==> src/rtl/or4_if.sv <==
// Signal bundle for the or4 leaf cell: four OR inputs plus statistics clear,
// and the combinational/registered observation outputs.
interface or4_if #(
  parameter int CNT_W = 16
);
  logic             a;
  logic             b;
  logic             c;
  logic             d;
  logic             clr;
  logic             y;
  logic             y_q;
  logic             y_rise;
  logic [CNT_W-1:0] hit_cnt;
  logic [3:0]       seen_mask;

  // No handshake: inputs are level signals sampled on every rising clk edge;
  // y is valid in the same timestep, registered outputs one edge later.
  modport master (
    output a, b, c, d, clr,
    input  y, y_q, y_rise, hit_cnt, seen_mask
  );

  modport slave (
    input  a, b, c, d, clr,
    output y, y_q, y_rise, hit_cnt, seen_mask
  );
endinterface

==> src/rtl/or4.sv <==
// Four-input OR with a registered observation side-band: delayed copy, rise
// pulse, saturating hit counter and per-input sticky mask.
module or4 #(
  parameter int CNT_W = 16
) (
  input  logic   clk,
  input  logic   rst,
  or4_if.slave   bus
);
  logic             y_comb;
  logic             y_q_r;
  logic             y_rise_r;
  logic [CNT_W-1:0] hit_cnt_r;
  logic [3:0]       seen_mask_r;
  logic             hit_sat;

  // Pure combinational path; never touched by clk, rst or clr.
  assign y_comb  = bus.a | bus.b | bus.c | bus.d;
  assign hit_sat = (hit_cnt_r == {CNT_W{1'b1}});

  always_ff @(posedge clk) begin
    if (rst) begin
      y_q_r       <= 1'b0;
      y_rise_r    <= 1'b0;
      hit_cnt_r   <= '0;
      seen_mask_r <= 4'b0000;
    end else begin
      y_q_r    <= y_comb;
      y_rise_r <= y_comb & ~y_q_r;
      // Clear beats both the increment and the sticky set on the same edge.
      if (bus.clr) begin
        hit_cnt_r   <= '0;
        seen_mask_r <= 4'b0000;
      end else begin
        if (y_comb && !hit_sat) begin
          hit_cnt_r <= hit_cnt_r + CNT_W'(1);
        end
        seen_mask_r <= seen_mask_r | {bus.d, bus.c, bus.b, bus.a};
      end
    end
  end

  assign bus.y         = y_comb;
  assign bus.y_q       = y_q_r;
  assign bus.y_rise    = y_rise_r;
  assign bus.hit_cnt   = hit_cnt_r;
  assign bus.seen_mask = seen_mask_r;
endmodule

==> src/flat_wrapper.sv <==
// flat-port wrapper written by rule: the top's interface ports become plain ports
module or4_flat 
#(
  parameter int CNT_W = 16
)
  (clk, rst, bus_a, bus_b, bus_c, bus_d, bus_clr, bus_y, bus_y_q, bus_y_rise, bus_hit_cnt, bus_seen_mask);
  or4_if #(.CNT_W(CNT_W)) bus_i ();
  input  logic clk;
  input  logic rst;
  input wire logic [$bits(bus_i.a)-1:0] bus_a;
  input wire logic [$bits(bus_i.b)-1:0] bus_b;
  input wire logic [$bits(bus_i.c)-1:0] bus_c;
  input wire logic [$bits(bus_i.d)-1:0] bus_d;
  input wire logic [$bits(bus_i.clr)-1:0] bus_clr;
  output wire logic [$bits(bus_i.y)-1:0] bus_y;
  output wire logic [$bits(bus_i.y_q)-1:0] bus_y_q;
  output wire logic [$bits(bus_i.y_rise)-1:0] bus_y_rise;
  output wire logic [$bits(bus_i.hit_cnt)-1:0] bus_hit_cnt;
  output wire logic [$bits(bus_i.seen_mask)-1:0] bus_seen_mask;
  assign bus_i.a = bus_a;
  assign bus_i.b = bus_b;
  assign bus_i.c = bus_c;
  assign bus_i.d = bus_d;
  assign bus_i.clr = bus_clr;
  assign bus_y = bus_i.y;
  assign bus_y_q = bus_i.y_q;
  assign bus_y_rise = bus_i.y_rise;
  assign bus_hit_cnt = bus_i.hit_cnt;
  assign bus_seen_mask = bus_i.seen_mask;
  or4 #(.CNT_W(CNT_W)) u_core (.clk(clk), .rst(rst), .bus(bus_i));
endmodule
==> config.mk <==
export PLATFORM = sky130hd
export DESIGN_NAME = or4_flat
export DESIGN_NICKNAME = d
export VERILOG_FILES = /design/src/rtl/or4_if.sv /design/src/rtl/or4.sv /design/src/flat_wrapper.sv
export SDC_FILE = /design/constraint.sdc
export NUM_CORES = 1
export LEC_CHECK = 0
export CAP_MARGIN = 20
export CORE_MARGIN = 1
export CORE_UTILIZATION = 41
export CTS_CLUSTER_SIZE = 40
export DETAILED_ROUTE_END_ITERATION = 10
export GPL_TIMING_DRIVEN = 0
export PLACE_DENSITY = 0.85
export SYNTH_ARGS = -nofsm -noshare
export SYNTH_HDL_FRONTEND = slang
export SYNTH_SLANG_ARGS = --single-unit
==> constraint.sdc <==
create_clock -name clk -period 1.58 [get_ports clk]
set_clock_uncertainty 0.15 [all_clocks]
set_input_delay 0.316 -clock clk [delete_from_list [all_inputs] [get_ports clk]]
set_output_delay 0.316 -clock clk [all_outputs]
set_load 0.02 [all_outputs]
==> results of run 1 <==
logic make-up (layout without fill, tap and decap cells):
group | after synthesis | after routing | share of synthesized area (%)
and+or+nand+nor | 63 | 63 | 35.6
AOI/OAI and AO/OA | 28 | 28 | 16.0
DFF | 22 | 22 | 42.8
buffers and inverters | 6 | 61 | 3.40
adders and majority gates | 1 | 1 | 1.21
muxes | 1 | 1 | 0.972
power groups by stage:
stage,Sequential [mW],Combinational (mW),Clock [mW]
global route,0.560,0.104,0.296
finish,0.559,0.0971,0.269
global placement,0.582,0.0850,0
floorplan,0.596,0.0251,0
detailed placement,0.583,0.0865,0
CTS,0.563,0.0899,0.260
timing repair:
item                       CTS  global route
setup endpoints to repair   43            19
resized for setup           66            40
pin swaps                   11            10
setup buffers               17             6
metrics by stage:
step	setup TNS (ns)	cell area, µm²	hold WS [ns]
after floorplan	-0.0426	1060	0.238
after global routing	-0.467	1730	0.140
after CTS	-0.125	1600	0.271
after detailed placement	-10.03	1380	0.259
after global placement	-9.08	1380	0.255
final	-0.0248	1730	0.120
routing by layer:
metal / routed length [µm] / share of wire [%] / GRT usage, %
met5: 0 / 0 / 0
met2: 1710 / 50 / 46.8
met4: 85 / 2.5 / 15.3
met1: 1410 / 41 / 31.8
met3: 234 / 6.8 / 2.63
worst max-delay path by stage:
| stage | start | endpoint | cells past startpoint |
|---|---|---|---|
| finish | u_core.bus.hit_cnt[0] | u_core.bus.hit_cnt[8] | 6 |
| global route | u_core.bus.hit_cnt[15] | u_core.bus.hit_cnt[0] | 5 |
| CTS | bus_d | bus_y | 4 |
| detailed placement | bus_c | bus_y | 4 |
| global placement | bus_c | bus_y | 4 |
| floorplan | u_core.bus.hit_cnt[4] | u_core.bus.hit_cnt[14] | 5 |
cell usage after synthesis (3+ instances only):
master,n
dfxtp_1,22
nor2_1,17
a21oi_1,10
nand4_1,8
o21ai_0,8
nand3_1,7
nand2_1,6
a31oi_1,4
and3_1,3
and4_1,3
nor3_1,3
or3_1,3
worst max-delay path, stage by stage (launching register included):
cell and delay, ns:
dfxtp_4 0.40, ha_4 0.15, and2_4 0.17, nand4_4 0.10
buf_6 0.14, or3_4 0.32, a21oi_2 0.13
state kept, by name (all words and copies together) (netlist names):
register / flops
u_core.bus.hit_cnt: 16
u_core.bus.seen_mask: 4
u_core.bus.y_q: 1
u_core.bus.y_rise: 1
final cells by class:
class / instances / area (µm²)
clock buffers: 3 / 22.5
flip-flops and latches: 22 / 483
plain buffers: 4 / 47.5
fillers: 166 / 569
inverters: 1 / 3.75
clock inverters: 1 / 3.75
multi-input cells: 93 / 689
repair buffers: 52 / 443
well taps: 28 / 35.0
==> out/summary.txt, run 1 <==
antenna cell count -> 0
post-synth top area cell -> dfxtp_1
ANT nets after route -> 0
top-area cell type share of the netlist area -> 42.8%
clock buffer depth -> 2
clk_lat worst skew -> 0.32 ns
GRT Overall Usage -> 26.9%
NetSw -> 0.238 mW
Critical Setup Path Class -> flip-flop to flip-flop
endpoint class of the critical path -> flip-flop
MaxCap Viol Count -> 0
failing checks -> negative setup slack
htree depth -> 1
Tmin final -> 1.60 ns
Tot Pwr -> 0.925 mW
CP Max Fanout -> 4
die width -> 52.1 µm
clock power share -> 29.1%
Worst Hold End -> u_core.bus.seen_mask[2]
Setup crit start kind -> flip-flop
GP Congestion -> 0.900
Post-synth EDFFs -> 0
final worst-path setup slack -> -0.0248 ns
Slew @ Worst Pin -> 0.451 ns
drt drc -> 0
Net Sw Frac -> 25.7%
CTS Hold Bufs -> 0
RSZ-0062 raised after global routing -> yes
drt first pass iters -> 4
setup violators final -> 1
pwr dens -> 536 nW/µm²
post-route clock period utilization -> 102%
Final Non-Filler Cells -> 204
area grow syn2layout -> 67.8%
synth unique cells -> 32
Post-synth top flop -> dfxtp_1
Avg Cell Area, Syn -> 8.51 µm²
CTS Buf Count -> 3
RR Startpoint -> u_core.bus.hit_cnt[0]
Initial DRC Count -> 40
Synth Instances -> 121
WP data arrival -> 1.71 ns
synthesized area -> 1030 µm²
share of cells above drive strength 1 -> 43.8%
# IOs -> 30
flop2flop setup slack -> -0.02 ns
dpl cells -> 178
# clock sinks -> 22
largest net degree at the start of global routing -> 13
area of the core -> 2300 µm²
Die H -> 52.1 µm
Post-Route Utilization -> 75.2%
first-pass GRT wire length -> 5350 µm
full die area -> 2720 µm²
FP Rows -> 17
Slew Limit Headroom -> 69.8%
routed vias/inst -> 6.10
hold-critical path depth -> 3
Reg power frac -> 60.4%
Worst R2R Path Depth -> 6
Yosys warnings -> 0
Fin. Hold Viols -> 0
Worst R2R End -> u_core.bus.hit_cnt[8]
status -> finished with violations
via count -> 1244
root buf cell -> clkbuf_4
internal power -> 0.688 mW
pre-CTS setup slack -> -0.737 ns
leak pwr -> 0.689 nW
number of nets in the layout -> 185
top cells by area, synth -> dfxtp_1 (43%), nor2_1 (6.2%), a21oi_1 (4.9%)
Starting Density -> 44.8%
post-synthesis async set-or-reset flop share -> 0%
initial antenna violation count -> 0
Hold Path Class -> input port to flip-flop
Logic pwr share -> 10.5%
Fmax -> 0.623 GHz
vias in the first global route -> 1194
most frequent cells in the layout -> nor2_1 (16), buf_4 (16), dlygate4sd2_1 (13), buf_6 (11), dfxtp_4 (9)
CTS tree -> yes
clk slew on worst S/H paths -> 0.13 ns
PortBufs -> 29
GR Overflow Total -> 0
worst ir drop on vdd -> 0.777 mV
Total Routed Length -> 3440 µm
HP Start -> bus_c
WL/cell -> 16.8 µm
sequential share of the synthesized area -> 42.8%
detailed placement HPWL -> 1950 µm
Synth Register Bits -> 22
Net Count, Synth -> 129
max-slew violation count -> 0
Worst EP required -> 1.69 ns
Note: power is estimated with default switching activity, not from simulation.
==> run 2: changes to the inputs <==
- PLACE_DENSITY: 0.85 -> 0.73
- TNS_END_PERCENT: default -> 50
==> run 2 against run 1 <==
  * The flow still finishes with violations (negative setup slack)
  * Final area decreased by 10%
  * Worst setup slack got worse by 0.020 ns
  * Sequential power about the same
  * Global-route usage decreased by 3.9 points
  * Combinational power decreased by 15%
  * Flip-flop and latch count unchanged
  * Maximum frequency decreased by 1.2%
  * Critical endpoint is now u_core.bus.hit_cnt[14]
  * Highest routed layer unchanged
==> out/summary.txt, run 2 (synthesis gave the netlist of run 1 again) <==
status -> finished with violations
failing checks -> negative setup slack
Hold Path Class -> input port to flip-flop
Filler cells -> 196 (+18%)
Design Area, Final -> 1560 µm² (-10%)
setup TNS -> -0.101 ns (-0.0758 ns)
# IOs -> 30 (unchanged)
drt drc -> 0 (unchanged)
full die area -> 2720 µm² (unchanged)
PortBufs -> 29 (unchanged)
pre-CTS setup slack -> -0.701 ns (+0.0354 ns)
GR Overflow Total -> 0 (unchanged)
Starting Density -> 44.8% (unchanged)
max-slew violation count -> 0 (unchanged)
Initial DRC Count -> 50 (+25%)
flop2flop setup slack -> -0.04 ns (-0.02 ns)
first-pass GRT wire length -> 4570 µm (-15%)
Tot Pwr -> 0.959 mW (+3.7%)
Slew Limit Headroom -> 75.5% (+5.7 points)
Die H -> 52.1 µm (unchanged)
Worst R2R End -> u_core.bus.hit_cnt[14]
# clock sinks -> 22 (unchanged)
setup violators final -> 5 (+4)
clk_lat worst skew -> 0.31 ns (about the same)
largest net degree at the start of global routing -> 13 (unchanged)
Final Non-Filler Cells -> 192 (-5.9%)
detailed placement HPWL -> 1960 µm (+0.28%)
number of nets in the layout -> 173 (-6.5%)
Fin. Hold Viols -> 0 (unchanged)
leak pwr -> 0.618 nW (-10%)
Tmin final -> 1.62 ns (+0.0195 ns)
final worst-path setup slack -> -0.0443 ns (-0.0195 ns)
Fmax -> 0.616 GHz (-1.2%)
hold-critical path depth -> 3 (unchanged)
WP data arrival -> 1.73 ns (+0.02 ns)
vias in the first global route -> 986 (-17%)
most common library cell in the layout ignoring fill and taps -> dlygate4sd2_1
worst ir drop on vdd -> 0.746 mV (-4.0%)
routed vias/inst -> 5.74 (-5.9%)
dpl cells -> 178 (unchanged)
GP Congestion -> 0.902 (+0.19%)
Post-Route Utilization -> 67.7% (-7.5 points)
GRT Overall Usage -> 23.0% (-3.9 points)
Setup crit start kind -> flip-flop
post-route clock period utilization -> 103% (+1.2 points)
area of the core -> 2300 µm² (unchanged)
CTS Hold Bufs -> 0 (unchanged)
root buf cell -> clkbuf_4
CTS tree -> yes
Worst Hold Slack -> 0.271 ns (+0.151 ns)
ANT nets after route -> 0 (unchanged)
CP Max Fanout -> 6 (+2)
RSZ-0062 raised after global routing -> yes
WL/cell -> 14.6 µm (-13%)
clock buffer depth -> 2 (unchanged)
pwr dens -> 617 nW/µm² (+15%)
MaxCap Viol Count -> 0 (unchanged)
drt first pass iters -> 4 (unchanged)
CTS Buf Count -> 3 (unchanged)
max reg flops -> 16 (unchanged)
Slew @ Worst Pin -> 0.366 ns (-0.0856 ns)
Worst Hold End -> u_core.bus.seen_mask[2]
most frequent cells in the layout -> dlygate4sd2_1 (18), nor2_1 (16), buf_4 (11), a21oi_1 (10), dfxtp_1 (10)
die width -> 52.1 µm (unchanged)
RR Startpoint -> u_core.bus.hit_cnt[0]
htree depth -> 1 (unchanged)
antenna cell count -> 0 (unchanged)
Worst R2R Path Depth -> 5 (-1)
Worst EP required -> 1.68 ns (about the same)
HP Start -> bus_c
endpoint class of the critical path -> flip-flop
FP Rows -> 17 (unchanged)
clk slew on worst S/H paths -> 0.13 ns (about the same)
initial antenna violation count -> 0 (unchanged)
via count -> 1102 (-11%)
area grow syn2layout -> 51.0%
Critical Setup Path Class -> flip-flop to flip-flop
DP Area -> 1380 µm² (-0.45%)
share of cells above drive strength 1 -> 28.7% (-15 points)
Total Routed Length -> 2810 µm (-18%)
[run 2: worst max-delay path by stage]
stage                                     start                     end  slack [ns]
after floorplan           u_core.bus.hit_cnt[4]  u_core.bus.hit_cnt[14]       -0.02
after global placement                    bus_c                   bus_y       -0.70
after detailed placement                  bus_c                   bus_y       -0.70
after CTS                 u_core.bus.hit_cnt[0]  u_core.bus.hit_cnt[14]       -0.04
after global routing      u_core.bus.hit_cnt[0]   u_core.bus.hit_cnt[0]       -0.12
final                     u_core.bus.hit_cnt[0]  u_core.bus.hit_cnt[14]       -0.04
[run 2: critical path: stages, from the launching register on]
cell and delay [ns]:
dfxtp_4 0.40, ha_4 0.14, and2_4 0.19, nand4_4 0.14, or4_1 0.41, a21oi_1 0.12
[run 2: where the power goes]
part	total [mW]	internal [mW]	switching, mW
clock network	0.318	0.141	0.177
logic	0.0823	0.0355	0.0467
registers	0.559	0.551	0.00746
total	0.959	0.728	0.231
[run 2: layout make-up]
class                           count  area [µm²]  area share (%)
Sequential cell                    22         478            30.7
Inverter                            1        3.75           0.241
Multi-Input combinational cell     93         623            40.1
Timing Repair Buffer               40         332            21.3
Buffer                              4        47.5            3.06
Tap cell                           28        35.0            2.25
Clock buffer                        4        36.3            2.33
[run 2: metal layers]
metal,global-route usage (%),vias up,routed length (µm)
li1,-,548,-
met1,30.6,502,1260
met2,35.9,48,1300
met3,7.89,4,226
met4,4.50,0,25
met5,0,-,0
[run 2: repair_timing]
action / CTS / global route
buffers inserted: 3 / 8
endpoints found under the setup margin: 43 / 20
gates cloned: 0 / 0
resized for setup: 57 / 15
endpoints found under the hold margin: 0 / 0
pin swaps: 8 / 6
